**src/rtl/spi_rx_pkg.sv**
```systemverilog
`default_nettype none
// +-----------------------------------------------------------------------------+
// | spi_rx_pkg : shared widths and FSM encoding for the SPI word receiver       |
// | Rev 1.0                                                                     |
// +-----------------------------------------------------------------------------+
package spi_rx_pkg;

    localparam int SPI_WORD_W = 16;
    localparam int SPI_CNT_W  = 8;

    typedef enum logic [1:0] {
        RX_IDLE  = 2'd0,
        RX_SHIFT = 2'd1
    } rx_state_t;

endpackage
`default_nettype wire

```
**src/rtl/spi_word_receiver_if.sv**
```systemverilog
`default_nettype none
// +-----------------------------------------------------------------------------+
// | spi_word_receiver_if : SPI pins plus the word/count bus seen by downstream  |
// | Rev 1.0                                                                     |
// +-----------------------------------------------------------------------------+
interface spi_word_receiver_if #(
    parameter int WORD_W = 16,
    parameter int CNT_W  = 8
);
    logic              spi_sclk;
    logic              spi_cs_n;
    logic              spi_mosi;
    logic [CNT_W-1:0]  spi_count;
    logic [WORD_W-1:0] spi_word;
    logic              word_valid;
    logic              busy;
    logic              frame_err;

    modport master (
        output spi_sclk, spi_cs_n, spi_mosi,
        input  spi_count, spi_word, word_valid, busy, frame_err
    );

    modport slave (
        input  spi_sclk, spi_cs_n, spi_mosi,
        output spi_count, spi_word, word_valid, busy, frame_err
    );
endinterface
`default_nettype wire

```
**src/rtl/sync_edge_detect.sv**
```systemverilog
`default_nettype none
// +-----------------------------------------------------------------------------+
// | sync_edge_detect : multi-flop synchronizer with rise/fall pulses            |
// | Rev 1.0                                                                     |
// +-----------------------------------------------------------------------------+
module sync_edge_detect #(
    parameter int   STAGES  = 2,
    parameter logic RST_VAL = 1'b0
) (
    input  wire  clk,
    input  wire  reset,
    input  wire  d,
    output logic q,
    output logic rise,
    output logic fall
);
    logic [STAGES-1:0] sync_q, sync_d;
    logic              prev_q, prev_d;

    always_comb begin
        sync_d = {sync_q[STAGES-2:0], d};
        prev_d = sync_q[STAGES-1];
    end

    always_ff @(posedge clk) begin
        if (reset) begin
            sync_q <= {STAGES{RST_VAL}};
            prev_q <= RST_VAL;
        end else begin
            sync_q <= sync_d;
            prev_q <= prev_d;
        end
    end

    assign q    = sync_q[STAGES-1];
    assign rise =  sync_q[STAGES-1] & ~prev_q;
    assign fall = ~sync_q[STAGES-1] &  prev_q;
endmodule
`default_nettype wire

```
**src/rtl/spi_word_receiver.sv**
```systemverilog
`default_nettype none
// +-----------------------------------------------------------------------------+
// | spi_word_receiver : SPI mode-0 slave, MSB first, oversampled in clk domain  |
// | Optional abort reporting: define SPI_FRAME_ERR_EN                           |
// | Rev 1.0                                                                     |
// +-----------------------------------------------------------------------------+
module spi_word_receiver
    import spi_rx_pkg::*;
#(
    parameter int WORD_W      = SPI_WORD_W,
    parameter int CNT_W       = SPI_CNT_W,
    parameter int SYNC_STAGES = 2
) (
    input wire              clk,
    input wire              reset,
    spi_word_receiver_if.slave bus
);
    localparam int              BCW      = $clog2(WORD_W + 1);
    localparam logic [BCW-1:0]  LAST_BIT = BCW'(WORD_W - 1);
    localparam logic [BCW-1:0]  BIT_ONE  = BCW'(1);

    logic sclk_s, sclk_rise, sclk_fall;
    logic cs_s, cs_rise, cs_fall;
    logic mosi_s;
    logic sync_unused;

    sync_edge_detect #(.STAGES(SYNC_STAGES), .RST_VAL(1'b0)) u_sclk_sync (
        .clk(clk), .reset(reset), .d(bus.spi_sclk),
        .q(sclk_s), .rise(sclk_rise), .fall(sclk_fall)
    );

    // cs_n idles high, so its chain resets high to avoid a false fall edge
    sync_edge_detect #(.STAGES(SYNC_STAGES), .RST_VAL(1'b1)) u_cs_sync (
        .clk(clk), .reset(reset), .d(bus.spi_cs_n),
        .q(cs_s), .rise(cs_rise), .fall(cs_fall)
    );

    assign sync_unused = sclk_s ^ sclk_fall ^ cs_s;

    // Same depth as the edge detectors so data lines up with the sclk rise pulse
    logic [SYNC_STAGES-1:0] mosi_sync_q, mosi_sync_d;

    always_comb mosi_sync_d = {mosi_sync_q[SYNC_STAGES-2:0], bus.spi_mosi};

    always_ff @(posedge clk) begin
        if (reset) mosi_sync_q <= '0;
        else       mosi_sync_q <= mosi_sync_d;
    end

    assign mosi_s = mosi_sync_q[SYNC_STAGES-1];

    rx_state_t         state_q, state_d;
    logic [BCW-1:0]    bit_cnt_q, bit_cnt_d;
    logic [WORD_W-1:0] shift_q, shift_d;
    logic [CNT_W-1:0]  spi_count_q, spi_count_d;
    logic [WORD_W-1:0] spi_word_q, spi_word_d;
    logic              word_valid_q, word_valid_d;

    always_comb begin
        state_d      = state_q;
        bit_cnt_d    = bit_cnt_q;
        shift_d      = shift_q;
        spi_count_d  = spi_count_q;
        spi_word_d   = spi_word_q;
        word_valid_d = 1'b0;

        if (cs_rise) begin
            state_d     = RX_IDLE;
            bit_cnt_d   = '0;
            spi_count_d = '0;
        end else begin
            case (state_q)
                RX_IDLE: begin
                    if (cs_fall) begin
                        state_d   = RX_SHIFT;
                        bit_cnt_d = '0;
                        shift_d   = '0;
                    end
                end
                RX_SHIFT: begin
                    if (sclk_rise) begin
                        shift_d     = {shift_q[WORD_W-2:0], mosi_s};
                        spi_count_d = CNT_W'(bit_cnt_q);
                        if (bit_cnt_q == LAST_BIT) begin
                            spi_word_d   = shift_d;
                            word_valid_d = 1'b1;
                            bit_cnt_d    = '0;
                        end else begin
                            bit_cnt_d = bit_cnt_q + BIT_ONE;
                        end
                    end
                end
                default: state_d = RX_IDLE;
            endcase
        end
    end

    always_ff @(posedge clk) begin
        if (reset) begin
            state_q      <= RX_IDLE;
            bit_cnt_q    <= '0;
            shift_q      <= '0;
            spi_count_q  <= '0;
            spi_word_q   <= '0;
            word_valid_q <= 1'b0;
        end else begin
            state_q      <= state_d;
            bit_cnt_q    <= bit_cnt_d;
            shift_q      <= shift_d;
            spi_count_q  <= spi_count_d;
            spi_word_q   <= spi_word_d;
            word_valid_q <= word_valid_d;
        end
    end

    assign bus.spi_count  = spi_count_q;
    assign bus.spi_word   = spi_word_q;
    assign bus.word_valid = word_valid_q;
    assign bus.busy       = (state_q == RX_SHIFT);

`ifdef SPI_FRAME_ERR_EN
    logic frame_err_q, frame_err_d;
    logic err_seen_q, err_seen_d;
    logic err_unused;

    always_comb begin
        frame_err_d = cs_rise && (state_q == RX_SHIFT) && (bit_cnt_q != '0);
        err_seen_d  = err_seen_q | frame_err_d;
    end

    always_ff @(posedge clk) begin
        if (reset) begin
            frame_err_q <= 1'b0;
            err_seen_q  <= 1'b0;
        end else begin
            frame_err_q <= frame_err_d;
            err_seen_q  <= err_seen_d;
        end
    end

    assign err_unused    = err_seen_q;
    assign bus.frame_err = frame_err_q;
`else
    assign bus.frame_err = 1'b0;
`endif

endmodule
`default_nettype wire

```
**src/flat_wrapper.sv**
```systemverilog
// flat-port wrapper written by rule: the top's interface ports become plain ports
module spi_word_receiver_flat import spi_rx_pkg::*;
#(
    parameter int WORD_W      = SPI_WORD_W,
    parameter int CNT_W       = SPI_CNT_W,
    parameter int SYNC_STAGES = 2
)
  (clk, reset, bus_spi_sclk, bus_spi_cs_n, bus_spi_mosi, bus_spi_count, bus_spi_word, bus_word_valid, bus_busy, bus_frame_err);
  spi_word_receiver_if #(.WORD_W(WORD_W), .CNT_W(CNT_W)) bus_i ();
  input wire clk;
  input wire reset;
  input wire logic [$bits(bus_i.spi_sclk)-1:0] bus_spi_sclk;
  input wire logic [$bits(bus_i.spi_cs_n)-1:0] bus_spi_cs_n;
  input wire logic [$bits(bus_i.spi_mosi)-1:0] bus_spi_mosi;
  output wire logic [$bits(bus_i.spi_count)-1:0] bus_spi_count;
  output wire logic [$bits(bus_i.spi_word)-1:0] bus_spi_word;
  output wire logic [$bits(bus_i.word_valid)-1:0] bus_word_valid;
  output wire logic [$bits(bus_i.busy)-1:0] bus_busy;
  output wire logic [$bits(bus_i.frame_err)-1:0] bus_frame_err;
  assign bus_i.spi_sclk = bus_spi_sclk;
  assign bus_i.spi_cs_n = bus_spi_cs_n;
  assign bus_i.spi_mosi = bus_spi_mosi;
  assign bus_spi_count = bus_i.spi_count;
  assign bus_spi_word = bus_i.spi_word;
  assign bus_word_valid = bus_i.word_valid;
  assign bus_busy = bus_i.busy;
  assign bus_frame_err = bus_i.frame_err;
  spi_word_receiver #(.WORD_W(WORD_W), .CNT_W(CNT_W), .SYNC_STAGES(SYNC_STAGES)) u_core (.clk(clk), .reset(reset), .bus(bus_i));
endmodule
```
**config.mk**
```make
export PLATFORM = sky130hd
export DESIGN_NAME = spi_word_receiver_flat
export DESIGN_NICKNAME = d
export VERILOG_FILES = /design/src/rtl/spi_rx_pkg.sv /design/src/rtl/spi_word_receiver_if.sv /design/src/rtl/sync_edge_detect.sv /design/src/rtl/spi_word_receiver.sv /design/src/flat_wrapper.sv
export SDC_FILE = /design/constraint.sdc
export NUM_CORES = 1
export LEC_CHECK = 0
export CAP_MARGIN = 10
export CORE_MARGIN = 10
export CORE_UTILIZATION = 50
export CTS_BUF_LIST = sky130_fd_sc_hd__clkbuf_16
export DETAILED_ROUTE_END_ITERATION = 6
export MAX_ROUTING_LAYER = met4
export PLACE_DENSITY_LB_ADDON = 0.1
export SETUP_SLACK_MARGIN = 0.5
export SYNTH_ARGS = -nofsm -noshare
export SYNTH_HDL_FRONTEND = slang
export SYNTH_SLANG_ARGS = --single-unit
```
**constraint.sdc**
```tcl
create_clock -name clk -period 3.6 [get_ports clk]
set_input_delay 0.9 -clock clk [delete_from_list [all_inputs] [get_ports clk]]
set_output_delay 0.9 -clock clk [all_outputs]
set_load 0.05 [all_outputs]
```
# == Word level (Yosys, flattened, before mapping) ==
# Cells that the tools add are included.
# classes
addsub,1
eq_ne,4
n_mux,10
bitwise,9
n_reduce_logical,9
# op_table
op,n
$mux 15,2
$pmux 15 s2,1
$mux 5,3
$pmux 5 s2,1
$reduce_and 4->1,2
$not 1->1,6
$add 5x1->5 const B,1
$eq 5x4->1 const B,1
$ne 2x1->1 const B,2
$pmux 2 s2,1
$reduce_and 2->1,2
$reduce_or 4->1,1
$and 1x1->1,3
$reduce_and 3->1,1
$eq 2x1->1 const B,1
$logic_not 2->1,1
$mux 2,1
$reduce_bool 2->1,1
$reduce_or 2->1,1
$mux 1,1
# word_totals
register_bits,52
inputBits,5
out_inout_bits,27
word_cells,44

# == Logic depth before layout (Yosys ltp) ==
# depth
word_depth,4
mapped_depth,8

# == Modules after synthesis ==
# Synthesis repeated with hierarchy kept, for this count alone.
# hier_totals
cells_unflattened,227
hier_area_um2,2014.4
# modules_own_cells
mod,instances,cells_each,area_each_um2,seq_area_each_um2
spi_word_receiver,1,211,1830.5,900.9
sync_edge_detect at u_core.u_cs_sync,1,8,92.6,60.1
sync_edge_detect at u_core.u_sclk_sync,1,8,91.3,60.1

# == Worst setup path before layout ==
# OpenSTA, ideal clock, no wires.
# synth_timing
path_kind,flip-flop to flip-flop
start,reg u_core.state_q[0]
end,"reg u_core.spi_word_q[11], in the netlist u_core.bus.spi_word[11]"
setup_ps,132
arrival_time_ps,1933
setup_slack_ps,1535
path_stages_with_launch,9
path_buffers,4
synth_period_minus_slack_ps,2065
cell_sequence,dfxtp_1 > buf_4 > nand3b_2 > buf_6 > or4_1 > buf_2 > buf_6 > nand2_1 > a21oi_1
# synth_between
elab_chain_cells,2
# synth_lines
item,line_no,rtl
from (decl),spi_word_receiver.sv:52,"rx_state_t state_q, state_d;"
from (signal assigned),spi_word_receiver.sv:107,state_q <= state_d;
$eq 2x1->1,spi_word_receiver.sv:72,case (state_q)
$reduce_and 4->1 (no source line),--,
to (signal assigned),spi_word_receiver.sv:111,spi_word_q <= spi_word_d;
to (decl),spi_word_receiver.sv:56,"logic [WORD_W-1:0] spi_word_q, spi_word_d;"
# No other way between the ends.
# A chain may end at the register's enable or synchronous reset.

# == Worst setup path in the final report ==
# layout_timing
start,in reset
end,reg u_core.bit_cnt_q[3]
# layout_between
elab_chain_cells,1
# layout_lines
item,line_no,rtl
from (decl),flat_wrapper.sv:11,input wire reset;
$reduce_or 2->1 (no source line),--,
to (signal assigned),spi_word_receiver.sv:108,bit_cnt_q <= bit_cnt_d;
to (decl),spi_word_receiver.sv:53,"logic [BCW-1:0] bit_cnt_q, bit_cnt_d;"
# No other way between the ends.

==> key figures <==
STA
  – Slew headroom: 27.1%
  – Final WS setup: 1.23 ns
  – Post-route minimum period: 2.37 ns
  – Measured slew at the worst slew-check pin: 1.09 ns
  – Count of pins over their slew limit: 0
  – RSZ-0062 raised after global routing: no
  – Final Cycle Share: 65.9%
  – Setup Viol. Count Final: 0
  – TNS Setup: 0 ns
  – Final Hold Fails: 0
  – Max Fclk: 422 MHz
  – Clk_skew: 0.00498 ns

Detailed routing
  – DRC: 0
  – Pre-Repair DR Iteration Count: 4
  – Post-DRT Antenna Nets: 0
  – Wire per inst: 13.6 um
  – Post-detailed-routing wire length: 3950 um
  – DR iter-0 viols: 83
  – Vias: 1536
  – Vias per cell: 5.30

Die
  – Initial Utilization: 52.3%
  – Die ar.: 6750 um^2
  – Die X: 82.1 um
  – I/O pin count: 32
  – # rows: 22
  – Die Y-Extent: 82.1 um
  – Core Area: 3690 um^2

Logic synthesis
  – Yosys reg bits: 51
  – Synth area leader: dfxtp_1
  – Post-synthesis mux area share: 2.59%
  – Mapped Cells: 223
  – Simple-gate portion of the synthesized area: 26.2%
  – Syn. warnings: 0
  – Mean Syn Cell Area: 8.66 um^2
  – Top cells by area in the synthesized netlist: dfxtp_1 (53%), nand2_1 (10%), a21oi_1 (9.3%), nand4_1 (5.8%), mux2i_1 (2.6%)
  – Adder-cell share of the synthesized area: 0.648%
  – Main combinational cell family by area after synthesis: simple AND/OR/NAND/NOR gates
  – Register area share after synthesis: 52.9%
  – Synth unique cells: 26
  – Synth Area in Compound Gates: 11.3%
  – Synth top area share: 52.9%
  – Synthesized cell area: 1930 um^2
  – Post-synthesis xor/xnor area fraction: 0%

GRT
  – Global-route wire length before repair: 6820 um
  – Vias in the first global route: 1516
  – Congestion Overflow GR: 0
  – Largest net degree at the start of global routing: 28
  – Global-route usage over all layers: 12.9%
  – Initial antenna violation count: 0

Final layout
  – FF/Latch Area: 1020 um^2
  – Share of cells above drive strength 1: 6.61%
  – Multi-input gate area: 801 um^2
  – Fin nets: 247
  – Syn-to-layout area delta: 19.9%
  – Filler Cell Count: 316
  – Diode count: 0

Clocking
  – Clock-pin slew on the worst setup and hold paths: 0.06 ns
  – CTS sink count: 51
  – Post-CTS setup buffer count: 0
  – CTS Hold Bufs: 0
  – Later-pin clock latency in the skew report: 0.29 ns
  – CTS H-tree depth: 2
  – Clock root cell: clkbuf_16
  – CTS tree: done
  – Total CTS buffers: 5
  – Post_cts resized: 0
  – Max Buffers Root-to-Sink: 2

Placed design
  – Routability cong.: 0.771
  – DP HPWL: 2660 um
  – Port Buffers: 27
  – Place WS: 0.917 ns

Run status
  – Status: complete, no violations

Worst setup path
  – Worst setup EP type: flip-flop
  – Type of the worst setup path: in2reg
  – Crit path max fanout: 20
  – Crit path DAT: 2.59 ns
  – Startpoint Class: input port
  – WP data required: 3.81 ns

Pwr
  – Pleak: 0.794 nW
  – Peak supply drop: 0.330 mV
  – P per Cell Area: 461 nW/um^2

Hold path
  – Min-delay worst type: reg2reg

Job
  – Max-cap violations: 0
## kinds of logic (layout without fill, tap and decap cells)
kind of cell,count (synthesis),after routing
AO/OA/AOI/OAI,42,42
adder cells (fa/ha/maj),1,1
buffers and inverters,22,38
flip-flops,51,51
multiplexers,5,5
other,1,4
AND/OR/NAND/NOR,101,101
## cells in the final DEF (no fill, tap or decap), types with 3 or more instances in the layout
cell	count
nand2_1	53
clkbuf_16	5
nor2b_1	8
mux2i_1	5
nand2b_1	4
dfxtp_1	51
conb_1	4
or2_2	3
clkinv_2	3
nor2_1	7
clkdlybuf4s50_1	27
a21oi_1	36
nand4_1	18
buf_4	3
## per-stage QoR
stage               cell area (um^2)  cells  total power, mW  util (%)  hold WS (ns)
floorplan                       1940    226            0.623         -         0.389
global placement                2170    282            0.629      59.0         0.394
detailed placement              2170    282            0.630      59.0         0.398
CTS                             2310    290             1.07      62.8         0.416
global route                    2310    290             1.10      62.8         0.428
finish                          2310    290             1.07      62.8         0.412
## per-layer routing
metal / part of all wire [%] / global-route usage (%) / routed length [um]
met1: 45 / 14.8 / 1770
met2: 46 / 20.7 / 1810
met3: 8.2 / 4.75 / 324
met4: 1.4 / 4.08 / 55
met5: 0 / - / 0
## sequential cells by signal, indices dropped and copies added, names as in the netlist, 2 cells and up
name	count
u_core.mosi_sync_q	2
u_core.u_sclk_sync.sync_q	2
u_core.bus.spi_word	16
u_core.shift_q	15
u_core.bus.spi_count	5
u_core.bit_cnt_q	5
u_core.u_cs_sync.sync_q	2
## power breakdown
group	total [mW]	switching (mW)	internal [mW]	leakage, nW
clock network	0.450	0.197	0.254	0.0733
logic	0.0468	0.0347	0.0121	0.308
registers	0.571	0.00226	0.569	0.412
## path summary, 6_finish.rpt
check	startpoint	end	slack (ns)	depth (start not counted)
min reg2reg	u_core.u_cs_sync.sync_q[0]	u_core.u_cs_sync.sync_q[1]	0.41	1
min	u_core.u_cs_sync.sync_q[0]	u_core.u_cs_sync.sync_q[1]	0.41	1
max	reset	u_core.bit_cnt_q[3]	1.23	5
max reg2reg	u_core.state_q[0]	u_core.bus.spi_word[2]	1.42	5
## worst max-delay path, stage by stage
cell             delay [ns]
clkdlybuf4s50_1        0.76
nand2b_1               0.33
o21bai_1               0.27
nand4_1                0.14
a31oi_1                0.18
## Yosys cell counts
library cell  number
a211oi_1           1
a21oi_1           36
a31oi_1            2
buf_1              1
buf_2              3
buf_4              5
buf_6              2
clkbuf_1          11
conb_1             1
dfxtp_1           51
ha_1               1
mux2i_1            5
nand2_1           53
nand2b_1           4
nand3_1            2
nand3b_2           1
nand4_1           18
nand4b_1           1
nor2_1             7
nor2b_1            8
nor3b_1            2
nor4_4             1
o21ai_0            2
o21bai_1           1
or2_2              3
or4_1              1
## area by class of cell
| type | count | area share (%) |
|---|---|---|
| clock buffer | 5 | 5.41 |
| multi-input combinational | 153 | 34.6 |
| tap | 48 | 2.59 |
| timing repair buffer | 30 | 12.6 |
| sequential | 51 | 44.1 |
| clock inverter | 3 | 0.649 |
Power figures use the tool's default switching activity.
